File: src/rtl/router_pkg.sv
// Shared types and default sizing for the packet router.
//   state_t     : header-decode FSM states
//   DEF_*       : default parameter values for the router and its FIFOs
package router_pkg;

  typedef enum logic [1:0] {
    ST_IDLE    = 2'd0,
    ST_FORWARD = 2'd1,
    ST_DROP    = 2'd2
  } state_t;

  localparam int DEF_NPORTS = 4;
  localparam int DEF_DW     = 8;
  localparam int DEF_DEPTH  = 16;

endpackage

File: src/rtl/router_fifo.sv
// Per-port synchronous FIFO with registered read data.
//   clk      : clock, rising edge
//   i_rst_n  : asynchronous active-low reset (flushes, clears o_dout)
//   i_push   : write i_din (ignored while o_full)
//   i_din    : write data
//   i_pop    : read request (ignored while o_empty); o_dout updates next cycle
//   o_dout   : last popped byte, held between pops
//   o_full   : DEPTH entries stored
//   o_empty  : no entries stored
module router_fifo #(
  parameter int DW    = 8,
  parameter int DEPTH = 16
) (
  input  logic          clk,
  input  logic          i_rst_n,
  input  logic          i_push,
  input  logic [DW-1:0] i_din,
  input  logic          i_pop,
  output logic [DW-1:0] o_dout,
  output logic          o_full,
  output logic          o_empty
);

  localparam int AW = $clog2(DEPTH);

  logic [DW-1:0] r_mem [DEPTH];
  logic [AW:0]   r_wr_ptr;
  logic [AW:0]   r_rd_ptr;
  logic          w_do_push;
  logic          w_do_pop;

  // Extra pointer MSB distinguishes full from empty when the indices match.
  assign o_empty   = (r_wr_ptr == r_rd_ptr);
  assign o_full    = (r_wr_ptr[AW] != r_rd_ptr[AW]) &&
                     (r_wr_ptr[AW-1:0] == r_rd_ptr[AW-1:0]);
  // Full is judged on current occupancy, so a pop in the same cycle
  // does not make room for a push.
  assign w_do_push = i_push && !o_full;
  assign w_do_pop  = i_pop && !o_empty;

  always_ff @(posedge clk) begin
    if (w_do_push) begin
      r_mem[r_wr_ptr[AW-1:0]] <= i_din;
    end
  end

  always_ff @(posedge clk or negedge i_rst_n) begin
    if (!i_rst_n) begin
      r_wr_ptr <= '0;
      r_rd_ptr <= '0;
      o_dout   <= '0;
    end else begin
      if (w_do_push) begin
        r_wr_ptr <= r_wr_ptr + (AW+1)'(1);
      end
      if (w_do_pop) begin
        r_rd_ptr <= r_rd_ptr + (AW+1)'(1);
        o_dout   <= r_mem[r_rd_ptr[AW-1:0]];
      end
    end
  end

endmodule

File: src/rtl/packet_router_np.sv
// Multi-port packet router: decodes a header byte against per-port address
// registers and copies the packet into every matching port FIFO.
//   clk, reset              : clock (rising edge), async active-low reset
//   data, data_status       : byte stream; first high cycle is the header
//   fifo_full               : backpressure, source holds byte while high
//   mem_en/mem_rd_wr/mem_add: address-register access (1=write, 0=read)
//   mem_data/mem_rdata      : write data / registered read data
//   port[i], ready[i], read[i]: per-port pop interface
//   drop_cnt                : saturating count of dropped packets
//   parity_err              : one-cycle pulse after a packet with bad parity
module packet_router_np
  import router_pkg::*;
#(
  parameter int            NPORTS = DEF_NPORTS,
  parameter int            DW     = DEF_DW,
  parameter int            DEPTH  = DEF_DEPTH,
  parameter logic [DW-1:0] BCAST  = '1,
  localparam int           AW     = $clog2(NPORTS)
) (
  input  logic              clk,
  input  logic              reset,
  input  logic [DW-1:0]     data,
  input  logic              data_status,
  output logic              fifo_full,
  input  logic              mem_en,
  input  logic              mem_rd_wr,
  input  logic [AW-1:0]     mem_add,
  input  logic [DW-1:0]     mem_data,
  output logic [DW-1:0]     mem_rdata,
  output logic [DW-1:0]     port [NPORTS],
  output logic [NPORTS-1:0] ready,
  input  logic [NPORTS-1:0] read,
  output logic [15:0]       drop_cnt,
  output logic              parity_err
);

  state_t              r_state;
  state_t              w_next;
  logic [DW-1:0]       r_addr [NPORTS];
  logic [NPORTS-1:0]   r_mask;
  logic [DW-1:0]       r_parity;
  logic [NPORTS-1:0]   w_match;
  logic [NPORTS-1:0]   w_full;
  logic [NPORTS-1:0]   w_empty;
  logic [NPORTS-1:0]   w_push;
  logic [NPORTS-1:0]   w_pop;
  logic                w_accept;
  logic                w_hdr_fwd;
  logic                w_hdr_drop;
  logic                w_end;

  // Address registers and config readback
  always_ff @(posedge clk or negedge reset) begin
    if (!reset) begin
      for (int unsigned i = 0; i < NPORTS; i++) begin
        r_addr[i] <= DW'(i);
      end
      mem_rdata <= '0;
    end else if (mem_en && (int'(mem_add) < NPORTS)) begin
      if (mem_rd_wr) begin
        r_addr[mem_add] <= mem_data;
      end else begin
        mem_rdata <= r_addr[mem_add];
      end
    end
  end

  always_comb begin
    w_match = '0;
    for (int unsigned i = 0; i < NPORTS; i++) begin
      w_match[i] = (data == BCAST) || (r_addr[i] == data);
    end
  end

  // In IDLE the destination is not yet known, so any full FIFO stalls the header.
  always_comb begin
    fifo_full = 1'b0;
    case (r_state)
      ST_IDLE:    fifo_full = |w_full;
      ST_FORWARD: fifo_full = |(w_full & r_mask);
      default:    fifo_full = 1'b0;
    endcase
  end

  assign w_accept = data_status && !fifo_full;

  always_ff @(posedge clk or negedge reset) begin
    if (!reset) begin
      r_state <= ST_IDLE;
    end else begin
      r_state <= w_next;
    end
  end

  always_comb begin
    w_next     = r_state;
    w_push     = '0;
    w_hdr_fwd  = 1'b0;
    w_hdr_drop = 1'b0;
    w_end      = 1'b0;
    case (r_state)
      ST_IDLE: begin
        if (w_accept) begin
          if (|w_match) begin
            w_next    = ST_FORWARD;
            w_push    = w_match;
            w_hdr_fwd = 1'b1;
          end else begin
            w_next     = ST_DROP;
            w_hdr_drop = 1'b1;
          end
        end
      end
      ST_FORWARD: begin
        if (!data_status) begin
          w_next = ST_IDLE;
          w_end  = 1'b1;
        end else if (w_accept) begin
          w_push = r_mask;
        end
      end
      ST_DROP: begin
        if (!data_status) begin
          w_next = ST_IDLE;
          w_end  = 1'b1;
        end
      end
      default: w_next = ST_IDLE;
    endcase
  end

  // Packet bookkeeping: target mask, running parity, drop count, error pulse
  always_ff @(posedge clk or negedge reset) begin
    if (!reset) begin
      r_mask     <= '0;
      r_parity   <= '0;
      drop_cnt   <= '0;
      parity_err <= 1'b0;
    end else begin
      if (w_hdr_fwd) begin
        r_mask <= w_match;
      end
      if (w_accept) begin
        r_parity <= (r_state == ST_IDLE) ? data : (r_parity ^ data);
      end
      if (w_hdr_drop && (drop_cnt != 16'hFFFF)) begin
        drop_cnt <= drop_cnt + 16'd1;
      end
      parity_err <= w_end && (r_parity != '0);
    end
  end

  for (genvar g = 0; g < NPORTS; g++) begin : g_port
    assign ready[g] = ~w_empty[g];
    assign w_pop[g] = read[g] & ~w_empty[g];

    router_fifo #(
      .DW    (DW),
      .DEPTH (DEPTH)
    ) u_fifo (
      .clk     (clk),
      .i_rst_n (reset),
      .i_push  (w_push[g]),
      .i_din   (data),
      .i_pop   (w_pop[g]),
      .o_dout  (port[g]),
      .o_full  (w_full[g]),
      .o_empty (w_empty[g])
    );
  end

endmodule

File: config.mk
export PLATFORM = sky130hd
export DESIGN_NAME = packet_router_np
export DESIGN_NICKNAME = d
export VERILOG_FILES = /design/src/rtl/router_pkg.sv /design/src/rtl/router_fifo.sv /design/src/rtl/packet_router_np.sv
export SDC_FILE = /design/constraint.sdc
export NUM_CORES = 1
export LEC_CHECK = 0
export BUFFER_PORTS_ARGS = -buffer_cell sky130_fd_sc_hd__buf_2
export CAP_MARGIN = 40
export CORE_ASPECT_RATIO = 1.5
export CORE_UTILIZATION = 50
export DETAILED_ROUTE_END_ITERATION = 16
export PLACE_DENSITY = 0.65
export RECOVER_POWER = 50
export SYNTH_ARGS = -nofsm -noshare
export SYNTH_HDL_FRONTEND = slang
export SYNTH_HIERARCHICAL = 1
export SYNTH_SLANG_ARGS = --single-unit
export TNS_END_PERCENT = 100
File: constraint.sdc
create_clock -name clk -period 8.3 [get_ports clk]
set_clock_uncertainty 0.2 [all_clocks]
set_input_delay 0 -clock clk [delete_from_list [all_inputs] [get_ports clk]]
set_output_delay 0 -clock clk [all_outputs]
set_load 0.02 [all_outputs]
==> results.cfg, run 1 <==
[status]
outcome = complete, but fails checks
violations = capacitance limit, slew limit

[grt]
grt_max_degree = 86
grt_pass1_vias = 15000
grt_usage = 0.226
overflow = 0
grt_pass1_wl_um = 94600
antenna_found_initial = 0

[clocking]
clock_latency_ns = 0.60
htreeDepth = 2
clk_pin_slew_ns = 0.06
clock-sinks = 655
clockRootBuffer = clkbuf_16
ctsResizeCount = 0
cts_tree = done
cts_buffers = 58
cts_buffer_depth = 3

[power_and_ir_drop]
switching_power_mw = 2.94
sw_frac_of_total = 0.303
power_frac_seq = 0.430
leakagePower_nw = 11.0
p_per_area_mw_per_mm2 = 312
power_frac_comb = 0.278
clockPowerShare = 0.292
worst_ir_drop_vdd_v = 0.000239
internal-power_mw = 6.74

[setup_path]
end_kind = flip-flop
cp-start-kind = primary input
slowest_stage = clkbuf_1
ff2ff_setup_slack_ns = 3.67
r2r-end = g_port[3].u_fifo/r_mem[0][1]
endpoint = g_port[3].u_fifo/r_mem[0][1]
path_cells = dlygate4sd3_1 -> clkbuf_1 -> clkbuf_1 -> clkbuf_1 -> nand4_1 -> nor2_1 -> a21oi_1 -> nor2_1 -> a31o_2 -> o21ai_0 -> nor4b_2
reg2reg_depth = 9
crit_top_cell = clkbuf_1
cp.arrival_ns = 5.93
crit_required_ns = 8.31
reg2reg_from = g_port[3].u_fifo/r_rd_ptr[0]
crit_path_max_incr_delay_ns = 1.83
path_class = in -> reg
worstPathMaxFanout = 43
cp-startpoint = data[0]

[yosys]
synth_top_area_frac = 0.556
synth.net_count = 1569
synthTopCellsByArea = edfxtp_1, dfrtp_1, mux4_1
ys_types = 53
syn_area_per_cell_um2 = 18.2
yosysSeqAreaShare = 0.686
ys.flop_type = edfxtp_1
syn_area_mm2 = 0.0276
synthArstFlopShare = 0.218
yosysMostFrequentCell = edfxtp_1
yosys_warnings = 6
synth_edf_count = 512
syn_inst = 1519
synth_area_leader_cell = edfxtp_1
synth_commonest_cells = edfxtp_1, dfrtp_1, mux2_2
synth_seq_cells = 655

[cells_and_area]
antennaDiodeCount = 0
drive_gt1_frac = 0.186
area_delta_synth_final_pct = 12.1
layout.nets = 1691
stdcell_area_mm2 = 0.0310
fillers = 4182

[sta]
setup_slack_ns = 2.38
worst-slew-pin-transition_ns = 3.73
finalHoldViolCount = 0
setup_viol = 0
post-route-period-util = 0.713
fin_crit_ns = 5.92
final.setup.tns_ns = 0
maxSlewViolCount = 397
fmax_mhz = 169
holdWs_ns = 0.0261
rsz0062_at_grt = false
relSlewSlack = -1.49

[floorplanning]
io_pins = 89
dieArea_mm2 = 0.0562
start_util = 0.506
die_x_um = 194
rows = 105
die_h_um = 290
core_area_mm2 = 0.0547

[place]
post-dp-hpwl_um = 41800
port_buffers = 88
placed_area_mm2 = 0.0288
place_ws_ns = 3.70
routabilityCongestion = 0.840

[detailed_routing]
wl_um = 63000
drc = 0
routedWlPerCell_um = 26.4
first_pass_iters = 5
postRouteAntennaNets = 0
dr.first_iter.drc_count = 989
vias = 14200
vias_per_cell = 5.97

[worst_hold_path]
whs_path_depth = 3
min_path_type = in -> reg

[job]
cap_violations = 9
layout by cell type, fill, tap and decap left out, drive strengths merged, types with 36 or more instances in the layout:
cell type	Yosys	layout
mux2i	64	64
buf	55	37
xor2	36	36
edfxtp	512	512
clkbuf	28	146
mux2	113	113
and3	51	51
xnor2	67	67
mux4	104	104
dfrtp	139	139
cells by family after synthesis:
| kind of cell | after synthesis | synth area share |
|---|---|---|
| AOI/OAI and AO/OA | 135 | 0.0408 |
| muxes | 281 | 0.161 |
| and+or+nand+nor | 219 | 0.0497 |
| xor gates and xnor gates | 103 | 0.0326 |
| adders and majority gates | 23 | 0.0104 |
| buffers and inverters | 103 | 0.0192 |
| DFF | 655 | 0.686 |
layout make-up:
| class | count | area (um^2) | area share |
|---|---|---|---|
| Sequential cell | 655 | 19000 | 0.612 |
| Clock inverter | 39 | 467 | 0.0151 |
| Timing Repair Buffer | 145 | 901 | 0.0291 |
| Multi-Input combinational cell | 761 | 8160 | 0.263 |
| Tap cell | 695 | 870 | 0.0281 |
| Inverter | 20 | 75.1 | 0.00242 |
| Clock buffer | 70 | 1550 | 0.0500 |
state kept, by name, indices dropped and copies added (netlist names):
register and cells:
g_port.u_fifo/r_mem 512, g_port.u_fifo/o_dout 32, r_addr 32, g_port.u_fifo/r_rd_ptr 20
g_port.u_fifo/r_wr_ptr 20, drop_cnt 16, mem_rdata 8, r_parity 8
r_mask 4, r_state 2, parity_err 1
metal layers:
| metal | track usage | part of all wire | routed length [um] |
|---|---|---|---|
| met1 | 0.270 | 0.38 | 24200 |
| met2 | 0.427 | 0.55 | 35000 |
| met3 | 0.0206 | 0.034 | 2140 |
| met4 | 0.0716 | 0.027 | 1690 |
| met5 | 0 | 0 | 0 |
critical path, delay by kind of cell:
family / cells / cell delay [ns]
AO/OA/AOI/OAI: 3 / 0.62
buffers and inverters: 4 / 3.70
AND/OR/NAND/NOR: 4 / 1.55
power groups by stage:
| stage | logic [mW] | clock network (mW) | registers, mW |
|---|---|---|---|
| final | 2.69 | 2.83 | 4.16 |
| after global routing | 2.88 | 3.00 | 4.21 |
| after CTS | 2.76 | 2.89 | 4.15 |
| after detailed placement | 2.73 | 0 | 4.22 |
| after global placement | 2.58 | 0 | 4.28 |
| after floorplan | 2.03 | 0 | 4.15 |
metrics by stage:
step                      total power [mW]  utilization  cells
after floorplan                       6.18            -   1519
after global placement                6.87        0.524   2235
after detailed placement              6.95        0.527   2245
after CTS                             9.80        0.570   2385
after global routing                  10.1        0.567   2385
final                                 9.68        0.567   2385
worst min-delay path by stage:
stage,start,to
after CTS,mem_data[6],r_addr[14]
after global routing,mem_data[7],r_addr[23]
after floorplan,reset,drop_cnt[0]
after detailed placement,reset,g_port[1].u_fifo/o_dout[6]
after global placement,reset,g_port[1].u_fifo/o_dout[1]
final,mem_data[6],r_addr[14]
what timing repair did:
item                                   CTS  global route
hold buffers                            31             0
buffers inserted                         0             0
endpoints found under the hold margin  322             0
No activity file was read; power rests on OpenSTA's default activity.
==> run 2: changes to the inputs <==
--- a/config.mk
+++ b/config.mk
@@ -10,7 +10,7 @@
 export CORE_ASPECT_RATIO = 1.5
 export CORE_UTILIZATION = 50
 export DETAILED_ROUTE_END_ITERATION = 16
-export PLACE_DENSITY = 0.65
+export PLACE_DENSITY = 0.68
 export RECOVER_POWER = 50
 export SYNTH_ARGS = -nofsm -noshare
 export SYNTH_HDL_FRONTEND = slang
==> constraint.sdc (replaced) <==
create_clock -name clk -period 5.15 [get_ports clk]
set_clock_uncertainty 0.2 [all_clocks]
set_input_delay 0 -clock clk [delete_from_list [all_inputs] [get_ports clk]]
set_output_delay 0 -clock clk [all_outputs]
set_load 0.02 [all_outputs]
==> results.cfg, run 2 (synthesized netlist as in run 1, its figures left out) <==
[floorplanning]
rows = 105
io_pins = 89
die_x_um = 194
dieArea_mm2 = 0.0562
core_area_mm2 = 0.0547
die_h_um = 290
start_util = 0.506

[setup_path]
worstPathMaxFanout = 47
cp.arrival_ns = 4.32
cp-startpoint = data[5]
end_kind = flip-flop
crit_path_max_incr_delay_ns = 2.09
path_cells = dlygate4sd3_1 -> clkbuf_1 -> clkbuf_1 -> clkbuf_1
ff2ff_setup_slack_ns = 0.76
path_depth = 4
slowest_stage = clkbuf_1
crit_required_ns = 4.95
crit_top_cell = clkbuf_1
path_class = in -> reg
reg2reg_depth = 8
reg2reg_from = g_port[0].u_fifo/r_rd_ptr[3]
r2r-end = g_port[3].u_fifo/r_mem[0][7]
crit_buf_inv = 4
cp-start-kind = primary input
endpoint = g_port[3].u_fifo/r_mem[1][5]
crit_family = buffers and inverters

[sta]
final.setup.tns_ns = 0
finalHoldViolCount = 0
post-route-period-util = 0.878
setup_viol = 0
relSlewSlack = -1.19
maxSlewViolCount = 607
rsz0062_at_grt = false
fin_crit_ns = 4.52
worst-slew-pin-transition_ns = 3.28
fmax_mhz = 221

[cells_and_area]
antennaDiodeCount = 0
final_common_cell = edfxtp_1
utilization = 0.566
largest_reg_flops = 512
drive_gt1_frac = 0.185
fillers = 4211
layout.nets = 1710
mostFrequentLayoutCells = edfxtp_1, dfrtp_1, mux2_2, clkbuf_1, xnor2_1
area_delta_synth_final_pct = 11.8

[clocking]
clk_pin_slew_ns = 0.06
clockRootBuffer = clkbuf_16
cts_tree = done
clock_latency_ns = 0.62
cts_buffer_depth = 3
cts_setup_buffers = 0
htreeDepth = 2
cts_buffers = 58
clock-sinks = 655

[detailed_routing]
wl_um = 64300
first_pass_iters = 5
postRouteAntennaNets = 0
dr.first_iter.drc_count = 992
vias = 14600
vias_per_cell = 6.06
drc = 0
routedWlPerCell_um = 26.7

[power_and_ir_drop]
leakagePower_nw = 11.0
worst_ir_drop_vdd_v = 0.000306
p_per_area_mw_per_mm2 = 498

[grt]
grt_pass1_vias = 15100
antenna_found_initial = 1
overflow = 0
grt_max_degree = 61
grt_usage = 0.233
grt_pass1_wl_um = 96200

[job]
cap_violations = 15

[place]
routabilityCongestion = 0.869
port_buffers = 88
post-dp-hpwl_um = 42700

[status]
violations = capacitance limit, slew limit
outcome = complete, but fails checks

[worst_hold_path]
min_path_type = in -> reg
run 2: cell count changes in the layout (fill, tap and decap cells not counted), sizes merged:
cell,change
clkbuf,+11
clkinv,+6
buf,+7
dlygate4sd3,+7
clkdlybuf4s25,-1
bufinv,-4
clkinvlp,-8
run 2: power by group:
group | switching (mW) | internal (mW) | total [mW]
sequential | 0.376 | 6.13 | 6.50
clock | 1.90 | 2.42 | 4.32
combinational | 2.46 | 2.10 | 4.56
total | 4.73 | 10.7 | 15.4
run 2: cell type report:
type                            instances  area, um^2  share of cell area
Sequential cell                       655       19000               0.614
Multi-Input combinational cell        761        8160               0.264
Clock buffer                           75        1550              0.0500
Timing Repair Buffer                  164         966              0.0313
Tap cell                              695         870              0.0281
Clock inverter                         33         332              0.0107
Inverter                               20        75.1             0.00243
run 2: timing repair:
action	in CTS	in global routing
gates resized for setup	0	0
hold buffers	39	0
hold endpoints to repair	406	0
run 2: through the flow:
step | setup slack (ns) | cells | area (um^2) | power (mW) | hold slack, ns
after floorplan | 1.06 | 1519 | 27600 | 9.96 | -0.496
final | 0.628 | 2403 | 30900 | 15.4 | 0.0346
after global routing | 0.405 | 2403 | 30900 | 16.0 | 0.0417
after detailed placement | 0.858 | 2256 | 28800 | 11.2 | -0.253
after global placement | 0.983 | 2255 | 28800 | 11.1 | -0.245
after CTS | 0.855 | 2403 | 31100 | 15.6 | 0.00706
run 2: worst min-delay path, cell delays in order:
cell and delay (ns):
dlygate4sd3_1 0.53, buf_2 0.14, mux2_2 0.14
run 2: worst min-delay path by stage:
stage                      startpoint           end  slack (ns)  cells after the start
after floorplan                 reset   drop_cnt[0]       -0.50                      0
after global placement          reset  drop_cnt[11]       -0.25                      1
after detailed placement        reset  drop_cnt[11]       -0.25                      1
after CTS                 mem_data[3]    r_addr[27]       0.007                      3
after global routing      mem_data[3]     r_addr[3]        0.04                      3
final                     mem_data[3]    r_addr[27]        0.03                      3
run 2: metal layers:
metal / up-vias / GRT usage / wire length, um
li1: 6356 / - / -
met1: 7608 / 0.274 / 24100
met2: 482 / 0.429 / 35000
met3: 122 / 0.0298 / 2840
met4: 2 / 0.0918 / 2370
met5: - / 0 / 12
==> run 3: changes to the inputs <==
--- a/config.mk
+++ b/config.mk
@@ -14,6 +14,5 @@
 export RECOVER_POWER = 50
 export SYNTH_ARGS = -nofsm -noshare
 export SYNTH_HDL_FRONTEND = slang
-export SYNTH_HIERARCHICAL = 1
 export SYNTH_SLANG_ARGS = --single-unit
 export TNS_END_PERCENT = 100
==> results.cfg, run 3 <==
[status]
outcome = complete, but fails checks
violations = capacitance limit, slew limit

[sta]
finalHoldViolCount = 0
post-route-period-util = 0.826
fin_crit_ns = 4.25
relSlewSlack = -1.03
fmax_mhz = 235
maxSlewViolCount = 411
rsz0062_at_grt = false
setup_viol = 0
final.setup.tns_ns = 0
worst-slew-pin-transition_ns = 3.05

[setup_path]
path_class = in -> reg
crit_required_ns = 5.17
worstPathMaxFanout = 34
crit_family = buffers and inverters
cp-start-kind = primary input
slowest_stage = clkbuf_1
path_depth = 9
end_kind = flip-flop
crit_buf_inv = 2
path_cells = dlygate4sd3_1 -> clkbuf_1 -> xnor2_1 -> nand4_1 -> nor2_1 -> a221o_1 -> nand4_2 -> nor3b_1 -> nor2b_1
reg2reg_depth = 7
cp.arrival_ns = 4.28
crit_path_max_incr_delay_ns = 1.48

[power_and_ir_drop]
p_per_area_mw_per_mm2 = 492
worst_ir_drop_vdd_v = 0.000345
leakagePower_nw = 10.1

[yosys]
syn_inst = 1373
synthArstFlopShare = 0.218
yosysMostFrequentCell = edfxtp_1
synth_area_leader_cell = edfxtp_1
synth_commonest_cells = edfxtp_1, mux4_2, dfrtp_1
ys.flop_type = edfxtp_1
synth_seq_cells = 655
synth.net_count = 1423
ys_types = 52
synth_edf_count = 512
yosysSeqAreaShare = 0.710
syn_area_mm2 = 0.0267
syn_area_per_cell_um2 = 19.4
synthTopCellsByArea = edfxtp_1, mux4_2, dfrtp_1
synth_top_area_frac = 0.576
yosys_warnings = 0

[clocking]
clock_latency_ns = 0.60
cts_buffer_depth = 3
cts_tree = done
clock-sinks = 655
cts_buffers = 57
cts_setup_buffers = 0
clockRootBuffer = clkbuf_16
clk_pin_slew_ns = 0.06
htreeDepth = 2

[detailed_routing]
wl_um = 56300
vias_per_cell = 5.79
postRouteAntennaNets = 0
vias = 13000
routedWlPerCell_um = 25.0
dr.first_iter.drc_count = 1045
first_pass_iters = 5
drc = 0

[cells_and_area]
multi_input_area_mm2 = 0.00737
fillers = 3940
drive_gt1_frac = 0.256
layout.nets = 1574
stdcell_area_mm2 = 0.0301
mostFrequentLayoutCells = edfxtp_1, mux4_2, dfrtp_1, clkbuf_1, mux2_2
final_common_cell = edfxtp_1
regArea_mm2 = 0.0190
area_delta_synth_final_pct = 12.8
antennaDiodeCount = 0
largest_reg_flops = 512

[place]
placed_area_mm2 = 0.0281
routabilityCongestion = 0.810
port_buffers = 88
post-dp-hpwl_um = 37000

[floorplanning]
core_area_mm2 = 0.0527
die_x_um = 191
start_util = 0.506
rows = 103
io_pins = 89
die_h_um = 285
dieArea_mm2 = 0.0543

[worst_hold_path]
whs_path_depth = 3
min_path_type = in -> reg

[grt]
antenna_found_initial = 1
grt_usage = 0.215
grt_pass1_wl_um = 86700
overflow = 0
grt_max_degree = 73
grt_pass1_vias = 13900

[job]
cap_violations = 9
run 3: area by class of cell:
type                            instances  area share
Multi-Input combinational cell        635       0.245
Clock buffer                           82      0.0536
Sequential cell                       655       0.630
Tap cell                              682      0.0283
Inverter                               13     0.00162
Timing Repair Buffer                  162      0.0346
Clock inverter                         26     0.00760
run 3: per-layer routing:
layer,share of wire,vias to the layer above,track usage,routed length [um]
met5,0.00023,-,0,13
met1,0.39,6827,0.268,21700
li1,-,5762,-,-
met3,0.044,92,0.0313,2500
met2,0.54,363,0.385,30400
met4,0.029,2,0.0684,1610
run 3: cells by family (layout without fill, tap and decap cells):
group	count (synthesis)	in the layout	share of synthesized area
multiplexers	246	246	0.175
adder cells (fa/ha/maj)	23	23	0.0108
buffers and inverters	83	283	0.0138
AND/OR/NAND/NOR	219	219	0.0447
AO/OA/AOI/OAI	48	48	0.0133
flip-flops	655	655	0.710
XOR/XNOR	99	99	0.0325
run 3: tightest hold or removal path, cell delays in order:
cell,delay [ns]
dlygate4sd3_1,0.51
buf_2,0.13
mux2_2,0.14
run 3: where the power goes:
group / total, mW / internal [mW] / leakage, nW / switching, mW
clock network: 4.23 / 2.37 / 0.893 / 1.86
logic: 3.98 / 2.00 / 2.87 / 1.99
registers: 6.62 / 6.12 / 6.33 / 0.494
total: 14.8 / 10.5 / 10.1 / 4.34
run 3: through the flow:
step | hold WS (ns) | instances | worst slack, ns | total power, mW | util
finish | 0.0201 | 2255 | 0.897 | 14.8 | 0.571
floorplan | -0.496 | 1373 | 2.05 | 9.57 | -
global route | 0.0331 | 2255 | 0.591 | 15.5 | 0.571
global placement | -0.0774 | 2107 | 1.50 | 10.7 | 0.530
detailed placement | -0.0784 | 2117 | 1.34 | 10.8 | 0.533
CTS | 0.0143 | 2255 | 1.31 | 15.0 | 0.574
run 3: repair_timing:
item / CTS / global route
gates resized for setup: 0 / 0
hold buffers: 30 / 0
endpoints found under the hold margin: 425 / 0
run 3: path summary, 6_finish.rpt:
kind | startpoint | to | slack (ns)
worst max-delay path | data[3] | g_port[2].u_fifo.r_mem[7][2] | 0.90
max in group asynchronous | reset | g_port[0].u_fifo.r_rd_ptr[0] | 1.87
min in group asynchronous | reset | r_addr[13] | 0.88
worst min-delay path | mem_data[7] | r_addr[31] | 0.02
worst min register to register | drop_cnt[10] | drop_cnt[10] | 0.29
worst max register to register | g_port[3].u_fifo.r_rd_ptr[2] | g_port[2].u_fifo.r_mem[7][2] | 1.37
